--- config.mk ---
export PLATFORM = sky130hd
export DESIGN_NAME = wb_slave_decoder
export DESIGN_NICKNAME = d
export VERILOG_FILES = /design/src/rtl/tjrpu_pkg.sv /design/src/rtl/wb_addr_match.sv /design/src/rtl/wb_slave_decoder.sv
export SDC_FILE = /design/constraint.sdc
export NUM_CORES = 1
export LEC_CHECK = 0
export BUFFER_PORTS_ARGS = -buffer_cell sky130_fd_sc_hd__buf_2
export CAP_MARGIN = 20
export CORE_UTILIZATION = 35
export CTS_CLUSTER_SIZE = 12
export DETAILED_ROUTE_END_ITERATION = 10
export GPL_TIMING_DRIVEN = 0
export SLEW_MARGIN = 40
export SYNTH_ARGS = -nofsm -noshare
export SYNTH_HDL_FRONTEND = slang
export SYNTH_SLANG_ARGS = --single-unit
--- constraint.sdc ---
create_clock -name wb_clk_i -period 4.93 [get_ports wb_clk_i]
set_input_delay 0.7395 -clock wb_clk_i [delete_from_list [all_inputs] [get_ports wb_clk_i]]
set_output_delay 0.7395 -clock wb_clk_i [all_outputs]
set_load 0.05 [all_outputs]
--- src/rtl/tjrpu_pkg.sv ---
// tjrpu_pkg -- definitions shared by the tjrpu Wishbone slave-side decode path.
//   wb_state_e        : decoder FSM states (IDLE / WAIT / RESP)
//   BASE_PREFIX_DFLT  : default address prefix (adr[31:24]) of the decoded region
//   ERR_DATA_DFLT     : default read data returned on a miss or timeout
//   *_SLV             : slave-window indices inside the decoded region
//   slv_idx_w()       : width of the slave-index field for a given slave count
package tjrpu_pkg;

    typedef enum logic [1:0] {
        IDLE = 2'd0,
        WAIT = 2'd1,
        RESP = 2'd2
    } wb_state_e;

    localparam logic [7:0]  BASE_PREFIX_DFLT = 8'h30;
    localparam logic [31:0] ERR_DATA_DFLT    = 32'hDEAD_BEEF;

    localparam int TRI_SLV  = 0;
    localparam int CSR_SLV  = 1;
    localparam int MEM_SLV  = 2;
    localparam int DBG_SLV  = 3;

    // A single window still needs a 1-bit field so the part-select stays legal.
    function automatic int slv_idx_w(input int nslv);
        return (nslv > 1) ? $clog2(nslv) : 1;
    endfunction

endpackage

--- src/rtl/wb_addr_match.sv ---
// wb_addr_match -- combinational address decode for the tjrpu slave windows.
//   adr    in  32    master address
//   hit    out 1     prefix matches and slave index is below NSLV
//   slv_oh out NSLV  one-hot strobe vector for the decoded slave (all 0 on a miss)
module wb_addr_match
    import tjrpu_pkg::*;
#(
    parameter int          NSLV        = 4,
    parameter logic [7:0]  BASE_PREFIX = BASE_PREFIX_DFLT,
    parameter int          SEL_LSB     = 16
) (
    input  logic [31:0]      adr,
    output logic             hit,
    output logic [NSLV-1:0]  slv_oh
);

    localparam int IW = slv_idx_w(NSLV);

    logic [IW-1:0] idx;
    logic          unused_adr;

    assign idx        = adr[SEL_LSB +: IW];
    assign hit        = (adr[31:24] == BASE_PREFIX) && (32'(idx) < NSLV);
    assign unused_adr = ^adr;

    always_comb begin
        slv_oh = '0;
        for (int k = 0; k < NSLV; k++) begin
            slv_oh[k] = hit && (32'(idx) == k);
        end
    end

endmodule

--- src/rtl/wb_slave_decoder.sv ---
// wb_slave_decoder -- Wishbone classic slave-side decoder for tjrpu.
// Decodes each master cycle to one of NSLV slave windows, forwards the
// latched request to that slave and returns its ack/read data. Misses and
// slaves that do not ack within TIMEOUT cycles complete with ERR_DATA and
// an err_o pulse, so the master never stalls.
//   wb_clk_i, wb_rst_i            clock, async active-high reset
//   wbs_cyc/stb/we/sel/adr/dat_i  master request
//   wbs_ack_o, wbs_dat_o          registered completion to master
//   slv_stb_o                     registered one-hot slave strobes
//   slv_cyc_o, slv_we_o           registered cycle / write enable to slave
//   slv_sel_o, slv_adr_o, slv_dat_o  latched request fields
//   slv_ack_i, slv_dat_i          per-slave ack and read data (slave k at [32k+31:32k])
//   err_o                         one-cycle pulse on miss or timeout
module wb_slave_decoder
    import tjrpu_pkg::*;
#(
    parameter int          NSLV        = 4,
    parameter logic [7:0]  BASE_PREFIX = BASE_PREFIX_DFLT,
    parameter int          SEL_LSB     = 16,
    parameter int          TIMEOUT     = 255,
    parameter logic [31:0] ERR_DATA    = ERR_DATA_DFLT
) (
    input  logic               wb_clk_i,
    input  logic               wb_rst_i,
    input  logic               wbs_cyc_i,
    input  logic               wbs_stb_i,
    input  logic               wbs_we_i,
    input  logic [3:0]         wbs_sel_i,
    input  logic [31:0]        wbs_adr_i,
    input  logic [31:0]        wbs_dat_i,
    output logic               wbs_ack_o,
    output logic [31:0]        wbs_dat_o,
    output logic [NSLV-1:0]    slv_stb_o,
    output logic               slv_cyc_o,
    output logic               slv_we_o,
    output logic [3:0]         slv_sel_o,
    output logic [31:0]        slv_adr_o,
    output logic [31:0]        slv_dat_o,
    input  logic [NSLV-1:0]    slv_ack_i,
    input  logic [NSLV*32-1:0] slv_dat_i,
    output logic               err_o
);

    localparam logic [15:0] CNT_LAST = 16'(TIMEOUT - 1);

    wb_state_e         state, state_nxt;
    logic [15:0]       cnt, cnt_nxt;
    logic              hit;
    logic [NSLV-1:0]   hit_oh;
    logic              sel_ack;
    logic [31:0]       rd_mux;

    logic              ack_nxt, err_nxt, cyc_nxt, we_nxt;
    logic [31:0]       wbs_dat_nxt, adr_nxt, dat_nxt;
    logic [3:0]        sel_nxt;
    logic [NSLV-1:0]   stb_nxt;

    wb_addr_match #(
        .NSLV        (NSLV),
        .BASE_PREFIX (BASE_PREFIX),
        .SEL_LSB     (SEL_LSB)
    ) u_match (
        .adr    (wbs_adr_i),
        .hit    (hit),
        .slv_oh (hit_oh)
    );

    // The strobe vector is one-hot on the active slave while in WAIT, so it
    // doubles as the ack/data select; acks from other slaves are masked off.
    assign sel_ack = |(slv_ack_i & slv_stb_o);

    always_comb begin
        rd_mux = '0;
        for (int k = 0; k < NSLV; k++) begin
            if (slv_stb_o[k]) rd_mux = slv_dat_i[32*k +: 32];
        end
    end

    always_comb begin
        state_nxt   = state;
        cnt_nxt     = cnt;
        ack_nxt     = 1'b0;
        err_nxt     = 1'b0;
        wbs_dat_nxt = wbs_dat_o;
        stb_nxt     = slv_stb_o;
        cyc_nxt     = slv_cyc_o;
        we_nxt      = slv_we_o;
        sel_nxt     = slv_sel_o;
        adr_nxt     = slv_adr_o;
        dat_nxt     = slv_dat_o;

        case (state)
            IDLE: begin
                if (wbs_cyc_i && wbs_stb_i) begin
                    adr_nxt = wbs_adr_i;
                    dat_nxt = wbs_dat_i;
                    sel_nxt = wbs_sel_i;
                    we_nxt  = wbs_we_i;
                    if (hit) begin
                        stb_nxt   = hit_oh;
                        cyc_nxt   = 1'b1;
                        cnt_nxt   = '0;
                        state_nxt = WAIT;
                    end else begin
                        wbs_dat_nxt = ERR_DATA;
                        ack_nxt     = 1'b1;
                        err_nxt     = 1'b1;
                        state_nxt   = RESP;
                    end
                end
            end
            WAIT: begin
                if (!wbs_cyc_i) begin
                    stb_nxt   = '0;
                    cyc_nxt   = 1'b0;
                    state_nxt = IDLE;
                end else if (sel_ack) begin
                    wbs_dat_nxt = rd_mux;
                    stb_nxt     = '0;
                    cyc_nxt     = 1'b0;
                    ack_nxt     = 1'b1;
                    state_nxt   = RESP;
                end else if (cnt == CNT_LAST) begin
                    wbs_dat_nxt = ERR_DATA;
                    stb_nxt     = '0;
                    cyc_nxt     = 1'b0;
                    ack_nxt     = 1'b1;
                    err_nxt     = 1'b1;
                    state_nxt   = RESP;
                end else begin
                    cnt_nxt = cnt + 16'd1;
                end
            end
            RESP: begin
                state_nxt = IDLE;
            end
            default: begin
                stb_nxt   = '0;
                cyc_nxt   = 1'b0;
                state_nxt = IDLE;
            end
        endcase
    end

    always_ff @(posedge wb_clk_i or posedge wb_rst_i) begin
        if (wb_rst_i) begin
            state     <= IDLE;
            cnt       <= '0;
            wbs_ack_o <= 1'b0;
            wbs_dat_o <= '0;
            err_o     <= 1'b0;
            slv_stb_o <= '0;
            slv_cyc_o <= 1'b0;
            slv_we_o  <= 1'b0;
            slv_sel_o <= '0;
            slv_adr_o <= '0;
            slv_dat_o <= '0;
        end else begin
            state     <= state_nxt;
            cnt       <= cnt_nxt;
            wbs_ack_o <= ack_nxt;
            wbs_dat_o <= wbs_dat_nxt;
            err_o     <= err_nxt;
            slv_stb_o <= stb_nxt;
            slv_cyc_o <= cyc_nxt;
            slv_we_o  <= we_nxt;
            slv_sel_o <= sel_nxt;
            slv_adr_o <= adr_nxt;
            slv_dat_o <= dat_nxt;
        end
    end

endmodule

==> impl_metrics.csv <==
group,metric,value,unit
yosys,yosys_register_bits,126,
yosys,synth_fp_nets,788,
finish,num-nets-final,1120,
floorplanning,die_area,18100,um2
worst_setup_path,critPathLaunch,"slv_stb_o[2]$_DFFE_PP0P_",
worst_setup_path,slowest_stage,"clkbuf_1",
clocking,clk_path_buf_depth,2,
clocking,numCtsBuffers,17,
sta,slew_viol_final,0,
sta,clock_skew,0.00540,ns
finish,drive_above_1_share,47.9,%
yosys,syn_avg_cell_area,10.6,um2
worst_setup_path,path_cells,"clkbuf_1, clkbuf_1, a221oi_1, nor3_1, a21oi_1, o31ai_1",
detailed_routing,met3_length,1.40,mm
worst_setup_path,cp-start-kind,"flop",
sta,max_freq,453,MHz
floorplanning,die_w,135,um
worst_setup_path,crit_cells,6,
detailed_routing,top_layer,"met4",
global_route,grt_pass1_wl,31.0,mm
clocking,cts_sinks,126,
detailed_routing,wl_per_cell,17.4,um
worst_setup_path,worstReg2RegEnd,"wbs_dat_o[22]$_DFFE_PP0P_",
finish,mostFrequentLayoutCells,"buf_2 (327), dfrtp_1 (126), nand2_1 (73), mux2_2 (63), nor3_1 (40)",
clocking,cts_tree,"done",
sta,setup_violations,0,
yosys,synth_warnings,0,
detailed_routing,ant_nets,0,
floorplanning,fp.dieH,135,um
yosys,synth_flop_cell,"dfrtp_1",
worst_setup_path,crit_family,"buffers and inverters",
worst_setup_path,worstRegToRegCells,6,
power,power_density,392,nW/um2
detailed_routing,num_vias,5788,
global_route,antenna_found_initial,1,
floorplanning,pin_count,313,
worst_setup_path,rr_startpoint,"slv_stb_o[2]$_DFFE_PP0P_",
placed_design,place_area,8050,um2
worst_setup_path,cp-endpoint,"wbs_dat_o[22]$_DFFE_PP0P_",
worst_setup_path,crit_type,"flop to flop",
global_route,grt_pass1_vias,5733,
global_route,grt-ovfl-total,0,
placed_design,io_buffers,312,
floorplanning,start_util,35.8,%
sta,rsz0062_at_grt,"no",
finish,fin_util,50.1,%
finish,fillCellCount,1659,
detailed_routing,detail_route.first_pass.iterations,4,
sta,slew_headroom,55.8,%
worst_setup_path,max_stage_delay,0.54,ns
detailed_routing,wl_met1,8.42,mm
detailed_routing,drt_iter0_drc,282,
detailed_routing,wl_met2,9.81,mm
flow_run,cap_violations,0,
sta,worstMarginPinSlew,0.657,ns
run_status,status,"finished clean",
finish,design_area,8640,um2
detailed_routing,vias_per_cell,5.03,
yosys,async_reset_ff_share,100,%
power,peakVddDrop,0.282,mV
clocking,hold_buffers,0,
global_route,grt_max_degree,79,
clocking,path_clk_slew,0.06,ns
worst_setup_path,path_max_fanout,10,
finish,syn2layout_area_growth,40.2,%
detailed_routing,drc,0,
hold_path,hold_path.class,"primary input to asynchronous set/reset pin",
placed_design,place_congestion,0.836,
yosys,syn_inst,581,
sta,hold_ws,0.325,ns
detailed_routing,drt-total-wl,20.0,mm
worst_setup_path,cp-end-kind,"flop",
clocking,cts-resized-gates,0,
worst_setup_path,cp_num_buf_inv,2,
floorplanning,rows,48,
clocking,postCtsSetupBuffers,0,
sta,min_period,2.21,ns
worst_setup_path,cp.required,5.25,ns
placed_design,post-dp-hpwl,15.5,mm
yosys,synth_edf_count,0,
power,p_leak,4.13,nW
clocking,cts_max_level,4,
global_route,track_usage,22.4,%
yosys,yosysUniqueCellTypes,46,
worst_setup_path,r2r_slack,2.72,ns
sta,period_share,44.8,%
clocking,insertion_delay,0.41,ns
yosys,yosysSeqAreaShare,51.1,%
sta,hold_violations,0,
floorplanning,core_area,17200,um2
worst_setup_path,cp_data_arrival_time,2.53,ns
clocking,cts-root-buf,"clkbuf_16",
finish,final_common_cell,"buf_2",
yosys,synth_area,6160,um2
worst_setup_path,worst_path_most_repeated_cell,"clkbuf_1",
power,p_total,0.00338,W
==> layer usage <==
layer | vias up | GRT usage (%)
li1 | 2816 | -
met1 | 2732 | 28.2
met2 | 216 | 37.8
met3 | 24 | 5.44
met4 | 0 | 6.99
met5 | - | 0
==> metrics by stage <==
step	worst slack, ns	std cells	setup TNS, ns
after global placement	-0.713	1118	-88.72
after CTS	2.70	1149	0
final	2.72	1150	0
after global routing	2.50	1150	0
after detailed placement	2.47	1119	0
after floorplan	0.835	581	0
==> how the worst min path moves through the flow <==
stage,startpoint,endpoint,cells past startpoint,slack [ns]
global route,wb_rst_i,slv_adr_o[10]$_DFFE_PP0P_,2,0.33
floorplan,cnt[15]$_DFFE_PP0P_,cnt[15]$_DFFE_PP0P_,1,0.44
CTS,wb_rst_i,slv_adr_o[2]$_DFFE_PP0P_,2,0.33
detailed placement,slv_adr_o[28]$_DFFE_PP0P_,slv_adr_o[28]$_DFFE_PP0P_,2,0.46
finish,wb_rst_i,slv_adr_o[2]$_DFFE_PP0P_,2,0.32
global placement,slv_adr_o[26]$_DFFE_PP0P_,slv_adr_o[26]$_DFFE_PP0P_,2,0.46
==> cell type report <==
class	instances	area, um2	area share, %
multi-input combinational	398	2720	31.5
antenna	1	2.50	0.0290
clock inverter	13	165	1.91
tap	225	282	3.26
inverter	7	33.8	0.391
sequential	126	3150	36.5
timing repair buffer	313	1590	18.4
clock buffer	17	425	4.92
buffer	50	267	3.08
==> state kept, by name, summed over array words and instances, names as in the netlist, 2 cells and up <==
register and count:
wbs_dat_o 32, state 2, slv_dat_o 32, cnt 16, slv_stb_o 4, slv_adr_o 32, slv_sel_o 4
==> cells by family after synthesis <==
kind of cell | after synthesis | share of synthesized area [%]
and+or+nand+nor | 189 | 15.5
AOI/OAI and AO/OA | 144 | 16.7
DFF | 126 | 51.1
muxes | 63 | 11.5
buffers and inverters | 57 | 4.75
adders and majority gates | 2 | 0.406
==> synthesized netlist by cell type, types with 4 or more instances <==
| cell type | number | area [um2] |
|---|---|---|
| dfrtp_1 | 126 | 3150 |
| nand2_1 | 73 | 274 |
| mux2_2 | 63 | 709 |
| nor3_1 | 41 | 205 |
| nor2b_1 | 34 | 213 |
| a221oi_1 | 32 | 280 |
| clkbuf_1 | 25 | 93.8 |
| o31ai_1 | 25 | 188 |
| a211oi_1 | 24 | 180 |
| o21ai_1 | 24 | 120 |
| buf_2 | 15 | 75.1 |
| nor2_1 | 12 | 45.0 |
| o21ai_0 | 11 | 55.1 |
| a21oi_1 | 10 | 50.1 |
| nand3_1 | 8 | 40.0 |
| buf_6 | 7 | 78.8 |
| inv_1 | 7 | 26.3 |
| a31oi_1 | 4 | 25.0 |
| and3_1 | 4 | 25.0 |
| nand4_1 | 4 | 25.0 |
==> power by group <==
group	internal [W]	switching (W)
sequential	0.00116	0.0000600
clock	0.000791	0.000468
combinational	0.000245	0.000655
total	0.00220	0.00118
(Power assumes the default switching activity.)
